`config.mk`:
```
export PLATFORM = sky130hd
export DESIGN_NAME = usb_tx_encoder
export DESIGN_NICKNAME = d
export VERILOG_FILES = /design/src/rtl/usb_tx_encoder.sv
export SDC_FILE = /design/constraint.sdc
export NUM_CORES = 1
export LEC_CHECK = 0
export ABC_CLOCK_PERIOD_IN_PS = 6100
export CELL_PAD_IN_SITES_DETAIL_PLACEMENT = 0
export CELL_PAD_IN_SITES_GLOBAL_PLACEMENT = 1
export CORE_UTILIZATION = 46
export DETAILED_ROUTE_END_ITERATION = 10
export PLACE_DENSITY_LB_ADDON = 0.1
export SLEW_MARGIN = 10
export SYNTH_ARGS = -nofsm -noshare
export SYNTH_HDL_FRONTEND = slang
export SYNTH_SLANG_ARGS = --single-unit
```
`constraint.sdc`:
```
create_clock -name clk -period 6.1 [get_ports clk]
set_clock_uncertainty 0.15 [all_clocks]
set_input_delay 1.525 -clock clk [delete_from_list [all_inputs] [get_ports clk]]
set_output_delay 1.525 -clock clk [all_outputs]
set_load 0.03 [all_outputs]
```
`src/rtl/usb_tx_encoder.sv`:
```
// USB full-speed transmit encoder: SYNC, LSB-first data with bit stuffing,
// NRZI line coding and EOP, paced by an internal bit-period counter.
module usb_tx_encoder #(
  parameter int CLKS_PER_BIT = 8
) (
  input  logic       clk,
  input  logic       n_rst,
  input  logic [7:0] tx_data,
  input  logic       tx_valid,
  input  logic       tx_last,
  output logic       tx_ready,
  output logic       dplus,
  output logic       dminus,
  output logic       tx_busy,
  output logic       tx_error
);

  localparam logic [7:0] BIT_END = 8'(CLKS_PER_BIT);

  typedef enum logic [2:0] {IDLE, SYNC, DATA, STUFF, EOP_SE0, EOP_J} state_t;

  state_t     state_reg, state_next;
  logic [7:0] cnt_reg, cnt_next;
  logic [2:0] bit_idx_reg, bit_idx_next;
  logic [7:0] data_reg, data_next;
  logic       last_reg, last_next;
  logic [2:0] ones_reg, ones_next;
  logic       level_reg, level_next;
  logic       dp_reg, dp_next;
  logic       dm_reg, dm_next;
  logic [7:0] hold_data_reg, hold_data_next;
  logic       hold_last_reg, hold_last_next;
  logic       hold_full_reg, hold_full_next;
  logic       ready_reg, ready_next;
  logic       busy_reg, busy_next;
  logic       error_reg, error_next;

  logic bit_end;
  logic load;
  logic emit_en;
  logic emit_bit;

  assign bit_end  = (cnt_reg == BIT_END);
  assign tx_ready = ready_reg;
  assign dplus    = dp_reg;
  assign dminus   = dm_reg;
  assign tx_busy  = busy_reg;
  assign tx_error = error_reg;

  always_ff @(posedge clk or negedge n_rst) begin
    if (!n_rst) begin
      state_reg     <= IDLE;
      cnt_reg       <= 8'd1;
      bit_idx_reg   <= 3'd0;
      data_reg      <= 8'd0;
      last_reg      <= 1'b0;
      ones_reg      <= 3'd0;
      level_reg     <= 1'b1;
      dp_reg        <= 1'b1;
      dm_reg        <= 1'b0;
      hold_data_reg <= 8'd0;
      hold_last_reg <= 1'b0;
      hold_full_reg <= 1'b0;
      ready_reg     <= 1'b1;
      busy_reg      <= 1'b0;
      error_reg     <= 1'b0;
    end else begin
      state_reg     <= state_next;
      cnt_reg       <= cnt_next;
      bit_idx_reg   <= bit_idx_next;
      data_reg      <= data_next;
      last_reg      <= last_next;
      ones_reg      <= ones_next;
      level_reg     <= level_next;
      dp_reg        <= dp_next;
      dm_reg        <= dm_next;
      hold_data_reg <= hold_data_next;
      hold_last_reg <= hold_last_next;
      hold_full_reg <= hold_full_next;
      ready_reg     <= ready_next;
      busy_reg      <= busy_next;
      error_reg     <= error_next;
    end
  end

  always_comb begin
    state_next     = state_reg;
    bit_idx_next   = bit_idx_reg;
    data_next      = data_reg;
    last_next      = last_reg;
    ones_next      = ones_reg;
    level_next     = level_reg;
    dp_next        = dp_reg;
    dm_next        = dm_reg;
    hold_data_next = hold_data_reg;
    hold_last_next = hold_last_reg;
    hold_full_next = hold_full_reg;
    busy_next      = busy_reg;
    error_next     = 1'b0;
    load           = 1'b0;
    emit_en        = 1'b0;
    emit_bit       = 1'b0;

    if (state_reg == IDLE || bit_end) cnt_next = 8'd1;
    else                              cnt_next = cnt_reg + 8'd1;

    case (state_reg)
      IDLE: begin
        if (hold_full_reg) begin
          state_next   = SYNC;
          busy_next    = 1'b1;
          bit_idx_next = 3'd0;
          emit_en      = 1'b1;
        end
      end
      SYNC: begin
        if (bit_end) begin
          if (bit_idx_reg != 3'd7) begin
            bit_idx_next = bit_idx_reg + 3'd1;
            emit_en      = 1'b1;
            emit_bit     = (bit_idx_reg == 3'd6);
          end else begin
            load       = 1'b1;
            state_next = DATA;
          end
        end
      end
      DATA, STUFF: begin
        if (bit_end) begin
          // A stuff bit is owed before anything else, including the EOP.
          if (state_reg == DATA && ones_reg == 3'd6) begin
            state_next = STUFF;
            emit_en    = 1'b1;
          end else if (bit_idx_reg != 3'd7) begin
            state_next   = DATA;
            bit_idx_next = bit_idx_reg + 3'd1;
            emit_en      = 1'b1;
            emit_bit     = data_reg[bit_idx_reg + 3'd1];
          end else if (!last_reg && hold_full_reg) begin
            load       = 1'b1;
            state_next = DATA;
          end else begin
            error_next   = ~last_reg;
            state_next   = EOP_SE0;
            bit_idx_next = 3'd0;
            dp_next      = 1'b0;
            dm_next      = 1'b0;
          end
        end
      end
      EOP_SE0: begin
        if (bit_end) begin
          if (bit_idx_reg == 3'd0) begin
            bit_idx_next = 3'd1;
          end else begin
            state_next = EOP_J;
            level_next = 1'b1;
            dp_next    = 1'b1;
            dm_next    = 1'b0;
          end
        end
      end
      EOP_J: begin
        if (bit_end) begin
          state_next = IDLE;
          busy_next  = 1'b0;
        end
      end
      default: state_next = IDLE;
    endcase

    if (load) begin
      data_next      = hold_data_reg;
      last_next      = hold_last_reg;
      bit_idx_next   = 3'd0;
      hold_full_next = 1'b0;
      emit_en        = 1'b1;
      emit_bit       = hold_data_reg[0];
    end

    // NRZI: a 0 toggles the line, a 1 holds it; the ones run tracks the same bit.
    if (emit_en) begin
      level_next = emit_bit ? level_reg : ~level_reg;
      dp_next    = level_next;
      dm_next    = ~level_next;
      ones_next  = emit_bit ? ones_reg + 3'd1 : 3'd0;
    end

    if (tx_valid && !hold_full_reg) begin
      hold_full_next = 1'b1;
      hold_data_next = tx_data;
      hold_last_next = tx_last;
    end

    ready_next = ~hold_full_next;
  end

endmodule

```
==> flow_summary_export.csv <==
group,metric,value,unit
clocking,numCtsBuffers,5,
timing,finalSetupViolations,0,
clocking,cts_tree,"built",
clocking,insertion_delay,290,ps
critical_path,crit_required,4430,ps
critical_path,critPathMaxStageDelay,660,ps
timing,period_share,51.67,%
route,dr.pass1.iters,4,
critical_path,cpLargestDelayFamily,"buffers and inverters",
die,dieArea,0.004953,mm2
hold_path,min_path_type,"reg2reg",
global_routing,grt_pass1_wl,7424,um
outcome,status,"complete, no violations",
route,routed_via_density,5.781,
timing,min_period,3152,ps
timing,finalHoldViolations,0,
pwr,ir_drop,0.1939,mV
synth,synthTopCellsByArea,"dfrtp_1 (44%), mux2_2 (5.8%), dfstp_2 (4.9%)",
critical_path,cp.buffers_inverters,1,
clocking,ctsLongestPathBuffers,2,
route,wire_per_inst,15.78,um
cells_and_area,n_antenna_cell,0,
critical_path,cpMaxStageDelayCell,"clkdlybuf4s50_1",
timing,slew_headroom,38.71,%
synth,synth_edf_count,0,
synth,synth_top_area_cell,"dfrtp_1",
die,die_h,70.38,um
die,fp.dieW,70.38,um
die,initial_utilization,48.72,%
pwr,leakage,1.118,nW
pwr,power.density,413.7,mW/mm2
critical_path,crit_path_max_fanout,1,
clocking,htreeDepth,2,
synth,ys_types,48,
timing,tns,0,ps
clocking,post_cts_resized,0,
cells_and_area,nFillCells,377,
pwr,p_total,1.029,mW
die,core-area,0.004414,mm2
global_routing,track_usage,19.26,%
job,maxCapViolations,0,
synth,synth-async-reset-ratio,100.0,%
synth,avgSynthCellArea,11.03,um2
critical_path,crit_type,"reg2out",
timing,rsz0062_at_grt,"no",
critical_path,worstSetupEndpointType,"output pin",
route,finalWirelength,4181,um
route,drt_iter0_markers,149,
cells_and_area,area_growth_syn_to_layout,15.59,%
timing,drv_slew,0,
clocking,post_cts_buffers,0,
synth,synth_nets,215,
timing,max_slew.worst_pin.slew,919.3,ps
cells_and_area,final_nets,232,
global_routing,antenna_found_initial,0,
critical_path,cp-start-kind,"register",
synth,synth_top_area_share,44.21,%
synth,synth_ff_type,"dfrtp_1",
placed_design,port-buffer-count,16,
clocking,hold_buffers,0,
placed_design,hpwlAfterDp,3052,um
timing,clock.fmax,317.3,MHz
global_routing,grt_pass1_vias,1579,
cells_and_area,drive_above_1_share,13.62,%
clocking,clkTransAtPathRegs,80,ps
critical_path,path_cells,"clkdlybuf4s50_1",
synth,yosysWarnings,0,
global_routing,grt_max_degree,43,
die,io-pin-count,17,
global_routing,grt.overflow.total,0,
synth,synth_seq_cells,42,
synth,syn_area,0.002151,mm2
synth,seq_area_frac_synth,49.10,%
route,antenna_left,0,
clocking,clock_sinks,42,
placed_design,gp_congestion,0.8238,
route,drcViolationCount,0,
synth,syn_inst,195,
clocking,clockRootBuffer,"clkbuf_8",
critical_path,cp.arrival,1480,ps
critical_path,r2r_setup_slack,3540,ps
die,rows,24,
route,detailroute.via_count,1532,
==> per-stage QoR <==
stage / instances / utilization, % / instance area, um2 / worst slack [ps] / hold WS (ps)
6_report: 265 / 56.32 / 2486 / 2948 / 343.3
5_1_grt: 265 / 56.32 / 2486 / 2907 / 352.6
4_1_cts: 265 / 56.32 / 2486 / 2931 / 347.7
3_5_place_dp: 257 / 53.09 / 2344 / 2727 / 328.5
3_3_place_gp: 257 / 53.09 / 2344 / 2825 / 315.6
2_1_floorplan: 195 / - / 2151 / 3505 / 291.6
==> Yosys cell counts, types with 5 or more instances <==
cell type  number
nor2_1         18
mux2_1          7
o21ai_1         5
nand2_1        12
nand3_1         9
o21ai_0         6
xor2_1          6
inv_1           8
ha_1            8
dfrtp_1        38
mux2_2         11
==> cells by family after synthesis <==
family | share of synthesized area, %
and+or+nand+nor | 15.01
xor gates and xnor gates | 3.665
AOI/OAI and AO/OA | 13.03
DFF | 49.10
buffers and inverters | 2.676
muxes | 11.87
adders and majority gates | 4.654
==> where the power goes <==
part | internal [mW] | total [mW] | switching, mW
Sequential | 0.365 | 0.439 | 0.0742
Clock | 0.175 | 0.270 | 0.0950
Combinational | 0.152 | 0.320 | 0.168
==> placed cells by master, fill, tap and decap left out, types with 2 or more instances in the layout <==
cell,n
a21oi_1,4
o31a_1,2
ha_1,8
inv_1,8
o21a_1,2
clkdlybuf4s50_1,15
nand3_1,9
nor2_1,18
o21ai_0,6
dfrtp_1,38
nor2b_1,3
nor3_1,3
o21ai_1,5
and2_1,2
nand3b_1,2
mux2_1,7
a22o_1,2
and3_1,3
nand2b_1,4
dfstp_2,4
bufinv_16,2
xor2_1,6
clkbuf_8,6
nand2_1,12
mux4_1,2
a32o_1,3
o31ai_1,3
xnor2_1,3
mux2_2,11
==> per-layer routing <==
layer	global-route usage, %	wire (um)	vias up
met4	7.333	70	0
met5	0	0	-
li1	-	-	733
met1	26.33	1935	756
met3	5.051	152	9
met2	29.31	2023	34
==> cell type report <==
cell class	count	area, um2	area share, %
clock buffers	6	82.58	3.322
multi-input cells	139	1037	41.72
repair buffers	16	155.1	6.241
flip-flops and latches	42	1056	42.48
inverters	8	30.03	1.208
well taps	52	65.06	2.617
clock inverters	2	60.06	2.416
==> worst paths after layout <==
path / cells after the start / endpoint / start
setup / recovery: 1 / tx_ready / tx_ready
hold / removal: 1 / data_reg[4] / hold_data_reg[4]
setup reg to reg: 6 / ones_reg[2] / state_reg[2]
hold reg to reg: 1 / data_reg[4] / hold_data_reg[4]
max in group asynchronous: 1 / data_reg[2] / n_rst
min in group asynchronous: 1 / state_reg[1] / n_rst
No activity file was read; power rests on OpenSTA's default activity.
